**src/rtl/neg_unit_pipe.sv**
```systemverilog
// Two-stage negate/complement/abs pipeline with valid/ready on both sides
// and a modulo counter of consumed results.
module neg_unit_pipe #(
    parameter int WIDTH = 16,
    parameter int CNT_W = 8
) (
    input  logic             clk,
    input  logic             rst,
    input  logic             in_valid,
    output logic             in_ready,
    input  logic [WIDTH-1:0] in_data,
    input  logic [1:0]       mode,
    output logic             out_valid,
    input  logic             out_ready,
    output logic [WIDTH-1:0] out_data,
    output logic             out_ovf,
    output logic [CNT_W-1:0] done_cnt
);
    localparam logic [WIDTH-1:0] MOST_NEG = {1'b1, {(WIDTH-1){1'b0}}};
    localparam logic [WIDTH-1:0] ONE_W    = {{(WIDTH-1){1'b0}}, 1'b1};
    localparam logic [CNT_W-1:0] ONE_C    = {{(CNT_W-1){1'b0}}, 1'b1};

    logic             s1_valid_q, s1_valid_d;
    logic [WIDTH-1:0] s1_data_q, s1_data_d;
    logic [1:0]       s1_mode_q, s1_mode_d;
    logic             s2_valid_q, s2_valid_d;
    logic [WIDTH-1:0] s2_data_q, s2_data_d;
    logic             s2_ovf_q, s2_ovf_d;
    logic [CNT_W-1:0] cnt_q, cnt_d;

    logic             s2_adv, in_xfer, out_xfer, is_min;
    logic [WIDTH-1:0] twos, res;
    logic             res_ovf;

    // Handshake: a transfer happens on a rising edge where valid && ready;
    // valid never waits on ready, and an offered result holds until taken.
    assign out_xfer  = s2_valid_q && out_ready;
    assign s2_adv    = !s2_valid_q || out_ready;
    assign in_ready  = !s1_valid_q || s2_adv;
    assign in_xfer   = in_valid && in_ready;

    assign out_valid = s2_valid_q;
    assign out_data  = s2_data_q;
    assign out_ovf   = s2_ovf_q;
    assign done_cnt  = cnt_q;

    assign twos   = ~s1_data_q + ONE_W;
    assign is_min = (s1_data_q == MOST_NEG);

    always_comb begin
        res     = s1_data_q;
        res_ovf = 1'b0;
        case (s1_mode_q)
            2'b00: res = s1_data_q;
            2'b01: res = ~s1_data_q;
            2'b10: begin
                res     = is_min ? s1_data_q : twos;
                res_ovf = is_min;
            end
            default: begin
                // Most-negative value has no positive counterpart: pass it and flag.
                res     = (s1_data_q[WIDTH-1] && !is_min) ? twos : s1_data_q;
                res_ovf = is_min;
            end
        endcase
    end

    always_comb begin
        s1_valid_d = s1_valid_q;
        s1_data_d  = s1_data_q;
        s1_mode_d  = s1_mode_q;
        s2_valid_d = s2_valid_q;
        s2_data_d  = s2_data_q;
        s2_ovf_d   = s2_ovf_q;
        cnt_d      = cnt_q;

        if (s2_adv) begin
            s2_valid_d = s1_valid_q;
            if (s1_valid_q) begin
                s2_data_d = res;
                s2_ovf_d  = res_ovf;
            end
        end
        // in_ready implies S1 is empty or is being drained into S2 this edge.
        if (in_ready) begin
            s1_valid_d = in_valid;
        end
        if (in_xfer) begin
            s1_data_d = in_data;
            s1_mode_d = mode;
        end
        if (out_xfer) begin
            cnt_d = cnt_q + ONE_C;
        end
    end

    always_ff @(posedge clk or negedge rst) begin
        if (!rst) begin
            s1_valid_q <= 1'b0;
            s1_data_q  <= '0;
            s1_mode_q  <= 2'b00;
            s2_valid_q <= 1'b0;
            s2_data_q  <= '0;
            s2_ovf_q   <= 1'b0;
            cnt_q      <= '0;
        end else begin
            s1_valid_q <= s1_valid_d;
            s1_data_q  <= s1_data_d;
            s1_mode_q  <= s1_mode_d;
            s2_valid_q <= s2_valid_d;
            s2_data_q  <= s2_data_d;
            s2_ovf_q   <= s2_ovf_d;
            cnt_q      <= cnt_d;
        end
    end
endmodule

```
**config.mk**
```make
export PLATFORM = sky130hd
export DESIGN_NAME = neg_unit_pipe
export DESIGN_NICKNAME = d
export VERILOG_FILES = /design/src/rtl/neg_unit_pipe.sv
export SDC_FILE = /design/constraint.sdc
export NUM_CORES = 1
export LEC_CHECK = 0
export ABC_AREA = 0
export CORE_ASPECT_RATIO = 0.6
export CORE_MARGIN = 5
export CORE_UTILIZATION = 55
export DETAILED_ROUTE_END_ITERATION = 8
export PLACE_DENSITY = 0.85
export REMOVE_ABC_BUFFERS = 1
export SETUP_SLACK_MARGIN = 0.4
export SLEW_MARGIN = 20
export SYNTH_ARGS = -nofsm -noshare
export SYNTH_HDL_FRONTEND = slang
export SYNTH_SLANG_ARGS = --single-unit
```
**constraint.sdc**
```tcl
create_clock -name clk -period 4.87 [get_ports clk]
set_input_delay 0.974 -clock clk [delete_from_list [all_inputs] [get_ports clk]]
set_output_delay 0.974 -clock clk [all_outputs]
set_load 0.05 [all_outputs]
```
==> Word-level counts from Yosys, hierarchy flattened <==
Index checks and enable logic that the tools add are counted.
W data, S select, Z words.
{ "totals": {"inputBits": 22, "output_inout_bits": 27, "ff_bits": 45, "word_cells": 28} }
{ "op_classes": {"addsub": 2, "muxes": 4, "n_bitwise": 1, "n_reduce_logical": 11, "eq_ne": 3} }
{ "op_table": {"columns": ["op", "n"], "rows": [
  ["$pmux W16 S3", 1],
  ["$mux W16", 2],
  ["$add A16 B1 Y16 const B", 1],
  ["$eq A16 B16 Y1 const B", 1],
  ["$not A16 Y16", 1],
  ["$add A8 B1 Y8 const B", 1],
  ["$logic_and A1 B1 Y1", 3],
  ["$logic_not A1 Y1", 3],
  ["$eq A2 B1 Y1 const B", 1],
  ["$eq A2 B2 Y1 const B", 1],
  ["$logic_not A2 Y1", 1],
  ["$logic_or A1 B1 Y1", 2],
  ["$reduce_and A2 Y1", 1],
  ["$reduce_or A2 Y1", 1],
  ["$mux W1", 1]
]} }

==> Logic depth before layout (Yosys ltp) <==
{ "depth": {"depth_word": 5, "ltp_mapped": 8, "depth_no_buf": 7} }

==> Worst setup path after synthesis <==
Ideal clock, no wire load.
{ "synth_timing": {"kind": "input-to-reg", "from": "input out_ready", "to": "register s1_data_q[10]", "required_ns": 4.745, "setup_slack_ns": 2.093, "path_buffers": 1, "arrival_ns": 2.652, "setup_time_ns": 0.125, "path_stages": 4, "path_cell_list": "nand3b_1 nand2_1 clkbuf_1 mux2_2"} }
{ "synth_via": {"elab_chain_cells": 3} }
{ "synth_lines": {"columns": ["element", "line_no", "text"], "rows": [
  ["start, declared", "14", "input logic out_ready,"],
  ["$logic_or A1 B1 Y1", "38", "assign s2_adv = !s2_valid_q || out_ready;"],
  ["$logic_or A1 B1 Y1", "39", "assign in_ready = !s1_valid_q || s2_adv;"],
  ["$logic_and A1 B1 Y1", "40", "assign in_xfer = in_valid && in_ready;"],
  ["end signal, assigned", "108", "s1_data_q <= s1_data_d;"],
  ["end, declared", "24", "logic [WIDTH-1:0] s1_data_q, s1_data_d;"]
]} }
No other way between the ends.
A chain may end at the register's enable or synchronous reset.

==> Worst setup path in the final report <==
{ "layout_timing": {"from": "input out_ready", "to": "output in_ready"} }
{ "layout_via": {"elab_chain_cells": 2} }
{ "layout_lines": {"columns": ["element", "line_no", "text"], "rows": [
  ["$logic_or A1 B1 Y1", "38", null],
  ["$logic_or A1 B1 Y1", "39", null],
  ["end, declared", "10", "output logic in_ready,"]
]} }
No other way between the ends.

==> results.md <==
- Status: complete, no violations
- Core area: 4170 um^2
- Total GRT Usage: 20.2%
- RSZ-0062 raised after global routing: no
- Clk root buf: clkbuf_8
- Reg area: about 1100 um^2
- Avg Synthesized Cell Area: ~10 um^2
- Worst setup SP type: input pin
- PwrDens: a little over 500 nW/um^2
- CTS buffer count: 5
- Syn Std Cell Area: 2400 um^2
- Synthesized flop and latch total: between 40 and 50
- Setup TNS: 0 ns
- Post-synthesis mux area share: a little under a tenth
- I/O Pins: 49
- VDD IR-drop max: ~360 uV
- CP Cell Sequence: clkdlybuf4s50_1, nand3b_1, clkdlybuf4s50_1
- Via count: 1,962
- Slew HR: between 40% and 50%
- Setup-failing EPs final: 0
- CTS resizes: 0
- Area leader, netlist: dfrtp_1
- Period utilization: 70.5%
- Crit Path Max Fanout: 4
- Largest family of logic cells by synthesized area: simple AND/OR/NAND/NOR gates
- I/O Buffers: 48
- Max-slew violation count: 0
- Max Cap Viol: 0
- Area fraction of the dominant cell type after synthesis: 46.9%
- Synth Area in Compound Gates: between 10 and 15%
- Cts hold-fix bufs: 0
- EDFF count, synth: 0
- WL final: 5530 um
- Chip Height: slightly above 60 um
- Footprint of the multi-input gates: 1170 um^2
- Synth Area in Simple Gates: between 15 and 20%
- WP data arrival: 2.46 ns
- Final #Nets: 303
- Req. time, crit path: approximately 3.9 ns
- Area grow syn2layout: 24.0%
- Leakage Power: roughly 1.2 nW
- Hpwl dp: roughly 4100 um
- Antenna-violating nets left: 0
- CTS sink cnt: between 40 and 50
- Largest delay share family, worst path: buffers and inverters
- Clk_skew: 0.00594 ns
- Syn Inst Count: about 240
- Final Critical Period: approximately 3.4 ns
- WS Path Type: in2out
- Avg Vias per Cell: 5.77
- Final GP Congestion: 0.911
- # DRC: 0
- Clock Path Buffers: 2
- Slowest stage cell, crit path: clkdlybuf4s50_1
- Yosys Warn Count: 0
- Initial core utilization: around 58%
- Largest net degree at the start of global routing: 46
- Post-CTS Repair Setup Buffers: 0
- Fmax: 291 MHz
- Die W: between 90 and 100 um
- Endpoints failing hold: 0
- Fillcell total: approximately 320
- Distinct cells, synth: 48
- Drt wl/cell: about 16 um
- Largest cells by area after synthesis: dfrtp_1 47%, mux2_2 8.9%, xnor2_1 6.6%, nand2_1 4.8%, o21ai_0 4.8%
- Synth async-reset ratio: 100%
- CTS tree: yes
- Sequential area share after synthesis: a little under half
- Post-Synth Adder-Cell Area: approximately 1.0%
- Total grt overflow: 0
- Rows: 18
- Clock transition at path regs: ~0.080 ns
- Clk_lat worst skew: between 0.2 and 0.3 ns
- Global-route wire length before repair: about 8900 um
- Most instantiated cells after synthesis: 45 x dfrtp_1, 31 x nand2_1, 23 x o21ai_0, 19 x mux2_2, 18 x xnor2_1
- Layout cells sized above 1: between 10% and 20%
- Slew @ Worst Pin: between 0.8 and 0.9 ns
- Fin util: around 72%
- Most frequent cell after synthesis: dfrtp_1
- Starting DRT DRC Count: 240
- # diodes: 0
- Hold crit path type: reg2reg
- Worst path bufs/invs: 2
- First-pass DRT Iterations: 6
- Number of global-route vias before repair: 1,828
- Initial antenna violation count: 0
- Max stage delay on crit path: between 0.8 and 0.9 ns
- Nature of the critical path endpoint: output pin
- Maximum level of the CTS H-tree: 2
- Cell mode on critical path: clkdlybuf4s50_1
- Post-Synth XOR/XNOR Area: between 8 and 9%
- Die ar.: approximately 5800 um^2
- Main synth FF type: dfrtp_1
[worst paths after layout]
check                        startpoint  slack (ns)            end  depth (start not counted)
setup / recovery              out_ready        1.44       in_ready                          3
hold / removal              out_data[7]        0.48    out_data[7]                          2
setup reg to reg           s1_data_q[1]        2.30    out_data[6]                          7
hold reg to reg             out_data[7]        0.48    out_data[7]                          2
max in group asynchronous           rst        3.84   s1_data_q[1]                          1
min in group asynchronous           rst        0.67  s1_data_q[11]                          1
[cells in the final DEF (no fill, tap or decap), types with 3 or more instances in the layout]
| master | n |
|---|---|
| clkbuf_8 | 6 |
| xnor2_1 | 18 |
| a21oi_1 | 9 |
| nor2_1 | 10 |
| nor3_1 | 11 |
| nand2b_1 | 5 |
| nand3_1 | 4 |
| o21ai_0 | 23 |
| a311oi_1 | 3 |
| nand2_1 | 31 |
| xor2_1 | 4 |
| or4_1 | 3 |
| clkdlybuf4s50_1 | 47 |
| dfrtp_1 | 45 |
| inv_1 | 4 |
| mux2_2 | 19 |
[cells by family (layout without fill, tap and decap cells)]
logic type,Yosys count,in the layout
buf+inv,17,60
xor+xnor,22,22
flops,45,45
simple gates,81,81
compound gates,50,50
fa+ha+maj,2,2
mux,20,20
[cell type report]
class / instances / area share (%)
clock buffers: 7 / 2.90
clock inverters: 1 / 1.01
inverters: 4 / 0.504
multi-input cells: 175 / 39.3
flip-flops and latches: 45 / 37.8
well taps: 60 / 2.52
repair buffers: 48 / 16.0
[power by group]
part / internal [mW] / switching (mW)
Sequential: 0.465 / 0.105
Clock: 0.167 / 0.121
Combinational: 0.250 / 0.410
[per-layer routing]
metal | track usage (%) | up-vias | part of all wire, % | routed length [um]
li1 | - | 921 | - | -
met1 | 29.8 | 898 | 46 | 2540
met2 | 29.8 | 123 | 42 | 2320
met3 | 6.59 | 20 | 11 | 583
met4 | 3.08 | 0 | 1.6 | 89
met5 | 0 | - | 0 | 0
[metrics by stage]
step | setup slack [ns] | cell area, um^2 | power, mW | hold WS [ns] | instances
CTS | 1.43 | 2980 | 1.52 | 0.489 | 340
detailed placement | 1.44 | 2860 | 1.23 | 0.470 | 332
finish | 1.44 | 2980 | 1.52 | 0.479 | 340
global placement | 1.44 | 2860 | 1.22 | 0.461 | 332
floorplan | 2.26 | 2310 | 0.999 | 0.472 | 224
global route | 1.37 | 2980 | 1.60 | 0.507 | 340
[registers in the layout, summed over array words and instances (netlist names)]
name / flops
s1_mode_q: 2
out_data: 16
s1_valid_q: 1
s1_data_q: 16
done_cnt: 8
out_valid: 1
out_ovf: 1
[worst register-to-register path: cells and delay by family, from the launching register on]
kind / cells / cell delay (ns)
simple gates: 2 / 1.00
fa+ha+maj: 1 / 0.20
buf+inv: 1 / 0.14
flops: 1 / 0.44
compound gates: 3 / 0.69
(Power assumes the default switching activity.)
